### src/rtl/fetch_unit_pkg.sv
// rtl/fetch_unit_pkg.sv - shared types, constants and target helper for the fetch unit
package fetch_unit_pkg;

  // Fetch sequencer states
  typedef enum logic [1:0] {
    FSM_BOOT = 2'd0,
    FSM_RUN  = 2'd1,
    FSM_HALT = 2'd2
  } fetch_state_e;

  // Redirect base selector codes
  localparam logic REDIR_PCREL = 1'b0;
  localparam logic REDIR_JALR  = 1'b1;

  // Sequential fetch stride in bytes
  localparam logic [31:0] PC_STEP = 32'd4;

  // Redirect target: PC-relative adds to the redirecting PC, JALR adds to rs1
  // and clears bit 0. Plain 32-bit wrap-around arithmetic.
  function automatic logic [31:0] redirect_target(
    input logic        sel,
    input logic [31:0] pc,
    input logic [31:0] rs1,
    input logic [31:0] imm
  );
    logic [31:0] sum;
    sum = ((sel == REDIR_JALR) ? rs1 : pc) + imm;
    if (sel == REDIR_JALR) sum[0] = 1'b0;
    return sum;
  endfunction

endpackage

### src/rtl/fetch_fifo.sv
// rtl/fetch_fifo.sv - synchronous instruction buffer with flush and occupancy count
module fetch_fifo
  import fetch_unit_pkg::*;
#(
  parameter int DEPTH = 2,
  parameter int WIDTH = 64
) (
  input  logic                   clk,
  input  logic                   rst_n,
  input  logic                   flush,
  input  logic                   push,
  input  logic [WIDTH-1:0]       push_data,
  input  logic                   pop,
  output logic [WIDTH-1:0]       head,
  output logic                   empty,
  output logic [$clog2(DEPTH):0] count
);

  localparam int AW = $clog2(DEPTH);
  localparam int CW = AW + 1;

  logic [WIDTH-1:0] mem [DEPTH];
  logic [AW-1:0]    wr_ptr;
  logic [AW-1:0]    rd_ptr;
  logic             do_push;
  logic             do_pop;

  assign empty   = (count == '0);
  assign head    = mem[rd_ptr];
  assign do_pop  = pop && !empty;
  // A push into a full buffer is only accepted when the head leaves the same cycle
  assign do_push = push && ((count != CW'(DEPTH)) || do_pop);

  // Pointer and occupancy bookkeeping; flush empties the buffer and wins over push/pop
  always_ff @(posedge clk) begin
    if (!rst_n || flush) begin
      wr_ptr <= '0;
      rd_ptr <= '0;
      count  <= '0;
    end else begin
      if (do_push) wr_ptr <= wr_ptr + AW'(1);
      if (do_pop)  rd_ptr <= rd_ptr + AW'(1);
      count <= count + CW'(do_push) - CW'(do_pop);
    end
  end

  // Entry storage; contents need no reset since occupancy gates visibility
  always_ff @(posedge clk) begin
    if (rst_n && !flush && do_push) mem[wr_ptr] <= push_data;
  end

endmodule

### src/rtl/fetch_unit.sv
// rtl/fetch_unit.sv - RV32I instruction fetch front end with PC, request credits and redirect
module fetch_unit
  import fetch_unit_pkg::*;
#(
  parameter logic [31:0] RESET_PC   = 32'h0000_0000,
  parameter int          FIFO_DEPTH = 2
) (
  input  logic        clk,
  input  logic        rst_n,
  output logic        imem_req_valid,
  input  logic        imem_req_ready,
  output logic [31:0] imem_req_addr,
  input  logic        imem_rsp_valid,
  input  logic [31:0] imem_rsp_data,
  output logic        inst_valid,
  input  logic        inst_ready,
  output logic [31:0] inst,
  output logic [31:0] inst_pc,
  output logic [31:0] inst_pc4,
  input  logic        redirect_valid,
  input  logic        redirect_sel,
  input  logic [31:0] redirect_pc,
  input  logic [31:0] redirect_rs1,
  input  logic [31:0] redirect_imm,
  output logic        fetch_misaligned,
  output logic [31:0] misaligned_addr
);

  localparam int AW = $clog2(FIFO_DEPTH);
  localparam int CW = AW + 1;
  localparam int IW = CW + 1;

  fetch_state_e state;
  logic [31:0]  pc_q;
  logic [CW-1:0] outstanding;
  logic [CW-1:0] outstanding_nxt;
  logic [CW-1:0] drop_cnt;
  logic [CW-1:0] fifo_count;
  logic [IW-1:0] inflight;

  logic         req_fire;
  logic         rsp_fire;
  logic         rsp_keep;
  logic [31:0]  redir_target;

  // Addresses of requests still in flight, in issue order, so each returning
  // word can be tagged with its PC (dropped responses consume their entry too)
  logic [31:0]  shadow [FIFO_DEPTH];
  logic [AW-1:0] sh_wr;
  logic [AW-1:0] sh_rd;

  logic [63:0]  fifo_head;
  logic         fifo_empty;

  // Credits: in-flight requests plus buffered words never exceed the buffer size
  assign inflight        = {1'b0, outstanding} + {1'b0, fifo_count};
  assign imem_req_valid  = (state == FSM_RUN) && (inflight < IW'(FIFO_DEPTH));
  assign imem_req_addr   = pc_q;
  assign req_fire        = imem_req_valid && imem_req_ready;

  // Responses during BOOT belong to a pre-reset world and are ignored outright
  assign rsp_fire        = imem_rsp_valid && (state != FSM_BOOT);
  // A response in the redirect cycle is already stale, so it is never buffered
  assign rsp_keep        = rsp_fire && (drop_cnt == '0) && !redirect_valid;
  assign outstanding_nxt = outstanding + CW'(req_fire) - CW'(rsp_fire);

  assign redir_target    = redirect_target(redirect_sel, redirect_pc, redirect_rs1, redirect_imm);

  assign inst_valid      = !fifo_empty;
  assign inst            = fifo_head[31:0];
  assign inst_pc         = fifo_head[63:32];
  assign inst_pc4        = fifo_head[63:32] + PC_STEP;

  fetch_fifo #(
    .DEPTH (FIFO_DEPTH),
    .WIDTH (64)
  ) u_fifo (
    .clk       (clk),
    .rst_n     (rst_n),
    .flush     (redirect_valid),
    .push      (rsp_keep),
    .push_data ({shadow[sh_rd], imem_rsp_data}),
    .pop       (inst_ready),
    .head      (fifo_head),
    .empty     (fifo_empty),
    .count     (fifo_count)
  );

  // Sequencer: BOOT for one cycle, RUN fetches, HALT parks on a misaligned target
  always_ff @(posedge clk) begin
    if (!rst_n) begin
      state            <= FSM_BOOT;
      pc_q             <= {RESET_PC[31:2], 2'b00};
      fetch_misaligned <= 1'b0;
      misaligned_addr  <= '0;
    end else begin
      fetch_misaligned <= 1'b0;
      if (redirect_valid) begin
        if (redir_target[1]) begin
          fetch_misaligned <= 1'b1;
          misaligned_addr  <= redir_target;
          state            <= FSM_HALT;
        end else begin
          pc_q  <= {redir_target[31:2], 2'b00};
          state <= FSM_RUN;
        end
      end else begin
        if (req_fire) pc_q <= pc_q + PC_STEP;
        if (state == FSM_BOOT) state <= FSM_RUN;
      end
    end
  end

  // Outstanding/drop accounting; a redirect marks every request still in flight as stale
  always_ff @(posedge clk) begin
    if (!rst_n) begin
      outstanding <= '0;
      drop_cnt    <= '0;
      sh_wr       <= '0;
      sh_rd       <= '0;
    end else begin
      outstanding <= outstanding_nxt;
      if (redirect_valid) begin
        drop_cnt <= outstanding_nxt;
      end else if (rsp_fire && (drop_cnt != '0)) begin
        drop_cnt <= drop_cnt - CW'(1);
      end
      if (req_fire) sh_wr <= sh_wr + AW'(1);
      if (rsp_fire) sh_rd <= sh_rd + AW'(1);
    end
  end

  // Record each accepted request address for PC tagging on return
  always_ff @(posedge clk) begin
    if (rst_n && req_fire) shadow[sh_wr] <= pc_q;
  end

endmodule

### config.mk
export PLATFORM = sky130hd
export DESIGN_NAME = fetch_unit
export DESIGN_NICKNAME = d
export VERILOG_FILES = /design/src/rtl/fetch_unit_pkg.sv /design/src/rtl/fetch_fifo.sv /design/src/rtl/fetch_unit.sv
export SDC_FILE = /design/constraint.sdc
export NUM_CORES = 1
export LEC_CHECK = 0
export CAP_MARGIN = 15
export CORE_MARGIN = 2
export CORE_UTILIZATION = 55
export DETAILED_ROUTE_END_ITERATION = 7
export HOLD_SLACK_MARGIN = 0.05
export PLACE_DENSITY = 0.95
export SKIP_LAST_GASP = 1
export SLEW_MARGIN = 5
export SYNTH_ARGS = -nofsm -noshare
export SYNTH_HDL_FRONTEND = slang
export SYNTH_SLANG_ARGS = --single-unit
### constraint.sdc
create_clock -name clk -period 8.8 [get_ports clk]
set_input_delay 0.88 -clock clk [delete_from_list [all_inputs] [get_ports clk]]
set_output_delay 0.88 -clock clk [all_outputs]
set_load 0.05 [all_outputs]
== After elaboration in Yosys (flattened, before gate mapping) ==
Memories as Yosys holds them, arrays and structs flattened. A register that Yosys moved wholly into a read port is not among the register bits.
Index checks and enable logic that the tools add are counted.

* Add/sub/neg operators: 13
* Equality and inequality tests: 3
* Reduce and logical (&&, ||, !) cells: 27
* $lt $le $gt $ge: 1
* Muxes and demuxes: 19

{| class="wikitable"
|+ Operator list
! kind !! number
|-
| two-way mux 32 bit || 4
|-
| adder 32 x 3 -> 32 bit, second input constant || 2
|-
| adder 32 bit || 1
|-
| logical AND 1 bit || 11
|-
| two-way mux 1 bit || 10
|-
| two-way mux 2 bit || 5
|-
| nonzero test 2 bit || 5
|-
| zero test 2 bit || 3
|-
| AND reduction 2 bit || 3
|-
| adder 1 bit, second input constant || 4
|-
| adder 2 x 1 -> 2 bit || 2
|-
| != test 2 bit, second input constant || 2
|-
| subtractor 2 x 1 -> 2 bit || 2
|-
| adder 2 x 2 -> 3 bit || 1
|-
| zero test 1 bit || 3
|-
| less-than comparator 3 x 2 -> 1 bit, second input constant || 1
|-
| equality test 2 x 1 -> 1 bit, second input constant || 1
|-
| logical OR 1 bit || 2
|-
| subtractor 2 x 1 -> 2 bit, second input constant || 1
|}

* Memories: 2
* Bits in writable memories: 192
* Bits of input ports: 135
* Output and inout port bits: 163
* Bits in registers: 77
* Logic and storage cells: 76

{| class="wikitable"
|+ Memories
! memory !! depth !! bits a word !! rd ports !! clocked after Yosys merged registers in !! wr ports !! RTL line !! source
|-
| u_fifo.mem || 2 || 64 || 1 || 1 || 1 || fetch_fifo.sv:22 || <nowiki>logic [WIDTH-1:0] mem [DEPTH];</nowiki>
|-
| shadow || 2 || 32 || 1 || 1 || 1 || fetch_unit.sv:48 || <nowiki>logic [31:0] shadow [FIFO_DEPTH];</nowiki>
|}

== Depth between registers and ports, before layout ==
Gate-level depths: netlist (run 1).

* Word-level depth: 8
* Mapped depth: 14
* Depth with buffers taken out: 12

== Modules after synthesis ==
From an unflattened synthesis (run 1), not the netlist that was laid out.

* Cell total of the unflattened synthesis: 1104
* Area total of the unflattened synthesis: 13062.5 µm²

{| class="wikitable"
|+ Modules (own cells, without submodules)
! module !! area each (µm²) !! seq. area each (µm²) !! cells each !! times used
|-
| fetch_unit || 8186.6 || 3243.1 || 876 || 1
|-
| fetch_fifo || 4875.9 || 3943.8 || 228 || 1
|}

== Worst setup path before layout (run 1) ==
Ideal clock, no wire load.

* Kind: register to output
* From: register with a tool-made name
* To: output port inst_pc4[22]
* Path buffers: 5
* Setup slack: 3.710 ns
* Stages on the path, launching flop included: 15
* Arrival: 4.210 ns
* Required time: 7.920 ns
* Cells stage by stage: dfxtp_1 buf_2 buf_2 buf_2 buf_1 buf_1 mux2_2 ha_1 inv_1 a221oi_1 nand3_1 or3_1 nand2b_1 nor2_1 xor2_1

{| class="wikitable"
|+ RTL lines
! item !! RTL line !! source
|-
| end: declaration || fetch_unit.sv:19 || <nowiki>output logic [31:0] inst_pc4,</nowiki>
|}

==> results of run 1 <==
==> state kept, by name (all words and copies together) (netlist names), named ones only <==
signal            flops
u_fifo.mem          124
shadow               60
misaligned_addr      32
imem_req_addr        30
drop_cnt              2
outstanding           2
state                 2
u_fifo.count          2
fetch_misaligned      1
sh_rd                 1
sh_wr                 1
u_fifo.rd_ptr         1
u_fifo.wr_ptr         1
==> synthesized netlist by cell type (8+ instances only) <==
| master | count | share of area |
|---|---|---|
| nand3_1 | 50 | 0.019 |
| a21oi_1 | 79 | 0.030 |
| a211o_1 | 10 | 0.0066 |
| mux2_2 | 108 | 0.091 |
| inv_1 | 31 | 0.0087 |
| a21o_1 | 15 | 0.0085 |
| and3_1 | 9 | 0.0042 |
| dfxtp_1 | 77 | 0.12 |
| nand2_1 | 81 | 0.023 |
| ha_1 | 38 | 0.036 |
| nor3_1 | 32 | 0.012 |
| o211ai_1 | 17 | 0.0096 |
| mux2i_1 | 13 | 0.0098 |
| nand4_1 | 23 | 0.011 |
| xor2_1 | 26 | 0.017 |
| clkbuf_1 | 50 | 0.014 |
| a32oi_1 | 8 | 0.0053 |
| a31oi_1 | 12 | 0.0056 |
| nand2b_1 | 14 | 0.0066 |
| a211oi_1 | 8 | 0.0045 |
| edfxtp_1 | 184 | 0.42 |
| nor2b_1 | 8 | 0.0038 |
| and2_1 | 10 | 0.0047 |
| xnor2_1 | 33 | 0.022 |
| o21ai_0 | 41 | 0.015 |
| nor2_1 | 85 | 0.024 |
==> per-layer routing <==
metal | global-route usage | vias to the layer above | share of wire | routed length (µm)
met5 | 0 | - | 0 | 0
met4 | 0.110 | 0 | 0.038 | 1440
met3 | 0.0550 | 107 | 0.092 | 3500
met2 | 0.498 | 662 | 0.49 | 18500
met1 | 0.360 | 5227 | 0.38 | 14600
li1 | - | 5017 | - | -
==> power groups by stage <==
stage / Combinational, mW / Sequential [mW] / Clock [mW]
5_1_grt: 0.830 / 1.45 / 1.22
6_report: 0.783 / 1.44 / 1.16
3_3_place_gp: 0.751 / 1.46 / 0
2_1_floorplan: 0.385 / 1.57 / 0
3_5_place_dp: 0.767 / 1.47 / 0
4_1_cts: 0.776 / 1.44 / 1.17
==> final timing paths <==
kind              cells after the start  slack, ns            endpoint               start
setup reg to reg                      9       5.61   imem_req_addr[25]     u_fifo.count[0]
hold reg to reg                       2       0.46  misaligned_addr[2]  misaligned_addr[2]
setup / recovery                     11       3.15        inst_pc4[26]           flip-flop
hold / removal                        2       0.46  misaligned_addr[2]  misaligned_addr[2]
==> stage by stage <==
| step | worst slack [ns] | hold WS, ns |
|---|---|---|
| final | 3.15 | 0.463 |
| after global routing | 2.81 | 0.479 |
| after CTS | 3.12 | 0.466 |
| after detailed placement | 3.76 | 0.455 |
| after global placement | 3.85 | 0.442 |
| after floorplan | 3.71 | 0.472 |
==> kinds of logic (layout without fill, tap and decap cells) <==
logic type,after synthesis,in the layout,synth area share
and+or+nand+nor,358,358,0.135
AOI/OAI and AO/OA,252,252,0.124
DFF,261,261,0.531
muxes,121,121,0.101
xor gates and xnor gates,59,59,0.0388
other,1,6,0.000282
adders and majority gates,40,40,0.0388
buffers and inverters,100,384,0.0304
==> cell type report <==
class | count | area (µm²) | share of cell area
sequential | 261 | 7070 | 0.407
multi-input combinational | 836 | 5870 | 0.338
timing repair buffer | 303 | 3000 | 0.173
clock buffer | 33 | 718 | 0.0414
tap | 319 | 399 | 0.0230
clock inverter | 15 | 180 | 0.0104
inverter | 33 | 124 | 0.00713
==> worst max-delay path: cells and delay by family (launching register included) <==
family          cells  cell delay (ns)
simple gates        4             1.21
mux                 1             0.32
flops               1             1.00
buf+inv             3             1.05
compound gates      1             0.36
fa+ha+maj           1             0.15
xor+xnor            1             0.15
==> reports/metrics.csv, run 1 <==
metric,value,unit
run_status,completed,
boundaryPins,298,
portBuffers,291,
finalHoldViolCount,0,
crit_chain,"mux2i_1, inv_1, ha_1, inv_1, a221oi_1, nand3_1, or3_1, or2_2, nor2_1, xnor2_1, clkdlybuf4s50_1",
clk-insertion-delay-late,0.53,ns
tritoncts.num_buffers,27,
critical_path.endpoint_type,output port,
antenna-diode-count,0,
tritoncts,done,
timing.setup.tns,0,ns
nets,1637,
clockBufferDepth,3,
worst-setup-path-type,flip-flop to output port,
synth.cell_area,13300,µm²
antenna_left,0,
fin_area,17400,µm²
area_of_the_die,25400,µm²
cts_post_setup_buffers_inserted,0,
aggregate_global_routing_overflow,0,
half_perimeter_wire_length_after_detailed_placement,26.9,mm
dpl_cell_area,16500,µm²
drc_errors,0,
internal_power,2.37,mW
via_per_inst,6.12,
ys_seq_area_frac,0.531,
pwr-share-clk,0.342,
combPwrFrac,0.232,
total_switching_power,1.01,mW
detail_route.wirelength,38.1,mm
post_cts.resized_instances,0,
seqPwrFrac,0.427,
max_freq,0.177,GHz
skew,0.0156,ns
critical-path-slowest-cell,dfxtp_4,
cts_hold_repair.buffers,0,
floorplan.initialDensity,0.563,
grt_pass1_vias,10741,
post_synth.cell_area_avg,11.2,µm²
number_of_cells_in_the_finished_layout_apart_from_fillers,1800,
chipHeight,160,µm
routed-via-count,11013,
slew-limit-headroom,0.314,
clock_tree_root_buffer_cell,clkbuf_16,
dominantRegCellSynth,edfxtp_1,
fillerInstances,1518,
cpPeakStageDelay,1.00,ns
power_per_unit_of_standard_cell_area,195,nW/µm²
clkTransAtPathRegs,0.06,ns
clock_sink_count,261,
die-width,160,µm
timing.critical_path.arrival,4.77,ns
postSynth.asyncResetShare,0,
final_critical_path_share_of_the_clock_period,0.643,
ys_ff_latch,261,
highest_count_cells_in_the_layout_ignoring_fill_and_taps,"clkdlybuf4s50_1, edfxtp_1, mux2_2, nor2_1, nand2_1",
critical_path.startpoint_type,flip-flop,
sw_frac_of_total,0.299,
fin_util,0.735,
placementRows,56,
cap_violations,0,
ys_warn_count,0,
static_leak,6.18,nW
synth_edf_count,184,
final_wtd_congestion,0.899,
timing.critical_path.fanout_max,86,
synth_cell_type_count,71,
drtPass1Iterations,5,
routed_wire_length_per_instance,21.2,µm
grt_first_pass_wirelength,58.7,mm
grt_max_degree,87,
timing.final.max_slew_violations,0,
finalSetupViolCount,0,
timing_worst_slew_pin_value,1.03,ns
ir_drop,0.119,mV
period_needed,5.65,ns
rsz0062_at_grt,false,
cts-htree-levels,1,
core,23600,µm²
layout-drive-gt1-share,0.122,
synth_cells,1192,
post-layout-total-power,3.38,mW
worstHoldPathType,flip-flop to flip-flop,
crit_path_frequent_cell,inv_1,
number_of_antenna_violations_at_the_first_check_in_global_routing,0,
dp_cells,1752,
syn2layout_area_growth,30.5,%
worst-endpoint-required,7.92,ns
leading_cell_type_in_the_layout_fill_and_taps_excluded,clkdlybuf4s50_1,
detail_route.iter0.violations,1036,
gr-usage-all-layers,0.289,
(Power assumes the default switching activity.)
==> run 2: changes to the inputs <==
--- a/config.mk
+++ b/config.mk
@@ -7,10 +7,10 @@
 export LEC_CHECK = 0
 export CAP_MARGIN = 15
 export CORE_MARGIN = 2
-export CORE_UTILIZATION = 55
+export CORE_UTILIZATION = 51
 export DETAILED_ROUTE_END_ITERATION = 7
 export HOLD_SLACK_MARGIN = 0.05
-export PLACE_DENSITY = 0.95
+export PLACE_DENSITY = 0.9
 export SKIP_LAST_GASP = 1
 export SLEW_MARGIN = 5
 export SYNTH_ARGS = -nofsm -noshare
==> constraint.sdc (replaced) <==
create_clock -name clk -period 5.5 [get_ports clk]
set_input_delay 0.55 -clock clk [delete_from_list [all_inputs] [get_ports clk]]
set_output_delay 0.55 -clock clk [all_outputs]
set_load 0.05 [all_outputs]
==> reports/metrics.csv, run 2 (synthesized netlist as in run 1, its figures left out) <==
metric,value,unit,change
power_per_unit_of_standard_cell_area,310,nW/µm²,+59%
timing.final.max_slew_violations,0,,unchanged
timing.critical_path.fanout_max,58,,-33%
cap_violations,0,,unchanged
detail_route.wirelength,37.4,mm,-1.8%
clk-insertion-delay-late,0.52,ns,about the same
grt_max_degree,59,,-32%
portBuffers,291,,unchanged
worst-setup-path-type,flip-flop to output port,,
static_leak,6.17,nW,about the same
layout-drive-gt1-share,0.122,,-0.000329
final_wtd_congestion,0.889,,-1.1%
critical-path-slowest-cell,clkdlybuf4s50_1,,
routed-via-count,10821,,-1.7%
chipHeight,166,µm,+3.8%
timing.critical_path.arrival,4.59,ns,-0.18 ns
grt_first_pass_wirelength,56.5,mm,-3.7%
worst-endpoint-required,4.95,ns,-2.97 ns
finalSetupViolCount,0,,unchanged
aggregate_global_routing_overflow,0,,unchanged
gr-usage-all-layers,0.263,,-0.0255
cts-htree-levels,1,,unchanged
area_of_the_die,27400,µm²,+7.6%
routed_wire_length_per_instance,20.5,µm,-2.9%
drc_errors,0,,unchanged
post-layout-total-power,5.40,mW,+60%
skew,0.00926,ns,-0.00631 ns
half_perimeter_wire_length_after_detailed_placement,27.6,mm,+2.4%
rsz0062_at_grt,false,,
detail_route.iter0.violations,910,,-12%
crit_chain,"buf_6, nand3_1, a221oi_2, nand2_1, nor3b_2, nand2_1, nor4_1, xor2_1, clkdlybuf4s50_1",,
tritoncts,done,,
critical_path.startpoint_type,flip-flop,,
placementRows,59,,+5.4%
crit_path_frequent_cell,nand2_1,,
timing.setup.tns,0,ns,unchanged
largest_reg_flops,124,,unchanged
boundaryPins,298,,unchanged
slew-limit-headroom,0.278,,-0.0363
timing_worst_slew_pin_value,1.08,ns,+0.0545 ns
antenna-diode-count,0,,unchanged
nets,1640,,+0.18%
worstHoldPathType,flip-flop to flip-flop,,
tritoncts.num_buffers,27,,unchanged
highest_count_cells_in_the_layout_ignoring_fill_and_taps,"clkdlybuf4s50_1, edfxtp_1, mux2_2, nor2_1, nand2_1",,
finalHoldViolCount,0,,unchanged
drtPass1Iterations,5,,unchanged
max_freq,0.195,GHz,
grt_pass1_vias,10716,,-0.23%
via_per_inst,5.95,,-2.8%
period_needed,5.14,ns,
leading_cell_type_in_the_layout_fill_and_taps_excluded,clkdlybuf4s50_1,,
ir_drop,0.242,mV,+100%
final_critical_path_share_of_the_clock_period,0.934,,
run_status,completed,,
largest_registers_in_the_final_layout,"u_fifo.mem: 124 flops, shadow: 60 flops, misaligned_addr: 32 flops",,
clockBufferDepth,3,,unchanged
antenna_left,0,,unchanged
clock_tree_root_buffer_cell,clkbuf_16,,
number_of_antenna_violations_at_the_first_check_in_global_routing,0,,unchanged
largest_register,u_fifo.mem,,
crit_family,simple AND/OR/NAND/NOR gates,,
core,25800,µm²,+9.4%
clock_sink_count,261,,unchanged
syn2layout_area_growth,30.7,%,
cpPeakStageDelay,0.82,ns,-0.18 ns
clkTransAtPathRegs,0.06,ns,about the same
die-width,166,µm,+3.8%
crit_buf_inv,2,,-1
floorplan.initialDensity,0.515,,-0.0485
critical_path.endpoint_type,output port,,
cts_hold_repair.buffers,0,,unchanged
-- run 2: cell type report --
type	instances	area (µm²)
fill	1880	8440
sequential	261	7070
multi-input combinational	836	5870
timing repair buffer	306	3020
clock buffer	32	694
tap	335	419
clock inverter	17	189
inverter	33	124
-- run 2: per-layer routing --
layer	wire length, µm	part of all wire	vias up	track usage
li1	-	-	5016	-
met1	14400	0.38	5115	0.316
met4	1150	0.031	0	0.0905
met5	0	0	-	0
met2	18000	0.48	609	0.461
met3	3910	0.10	81	0.0634
-- run 2: worst paths after layout --
check                        to  slack (ns)                from  depth (start not counted)
min          misaligned_addr[3]        0.46  misaligned_addr[3]                          2
max reg2reg   imem_req_addr[30]        2.33     u_fifo.count[0]                          9
max                inst_pc4[31]        0.36           flip-flop                          9
min reg2reg  misaligned_addr[3]        0.46  misaligned_addr[3]                          2
-- run 2: repair_timing --
action / in CTS / in global routing
resized for setup: 0 / 1
setup endpoints to repair: 0 / 1
setup buffers: 0 / 0
-- run 2: stage by stage --
step / utilization / setup WS, ns / std cells / instance area (µm²) / hold WS, ns
3_5_place_dp: 0.639 / 0.809 / 1771 / 16500 / 0.448
2_1_floorplan: - / 0.740 / 1197 / 13300 / 0.472
4_1_cts: 0.673 / 0.184 / 1820 / 17400 / 0.457
5_1_grt: 0.673 / 0.0300 / 1820 / 17400 / 0.488
3_3_place_gp: 0.639 / 1.12 / 1771 / 16500 / 0.442
6_report: 0.673 / 0.363 / 1820 / 17400 / 0.458
-- run 2: where the power goes --
part	internal [mW]	total, mW	switching, mW
Sequential	2.21	2.31	0.0954
Clock	1.09	1.83	0.747
Combinational	0.468	1.26	0.790
-- run 2: worst reg2reg max path, stage by stage (launching register included) --
cell and delay, ns:
dfxtp_1 0.37, and2_1 0.15, fa_1 0.41, or4b_4 0.58, or4_4 0.60, nor4_4 0.44, nand4_1 0.17, mux2i_1 0.18
nand2_1 0.08, a21oi_2 0.13
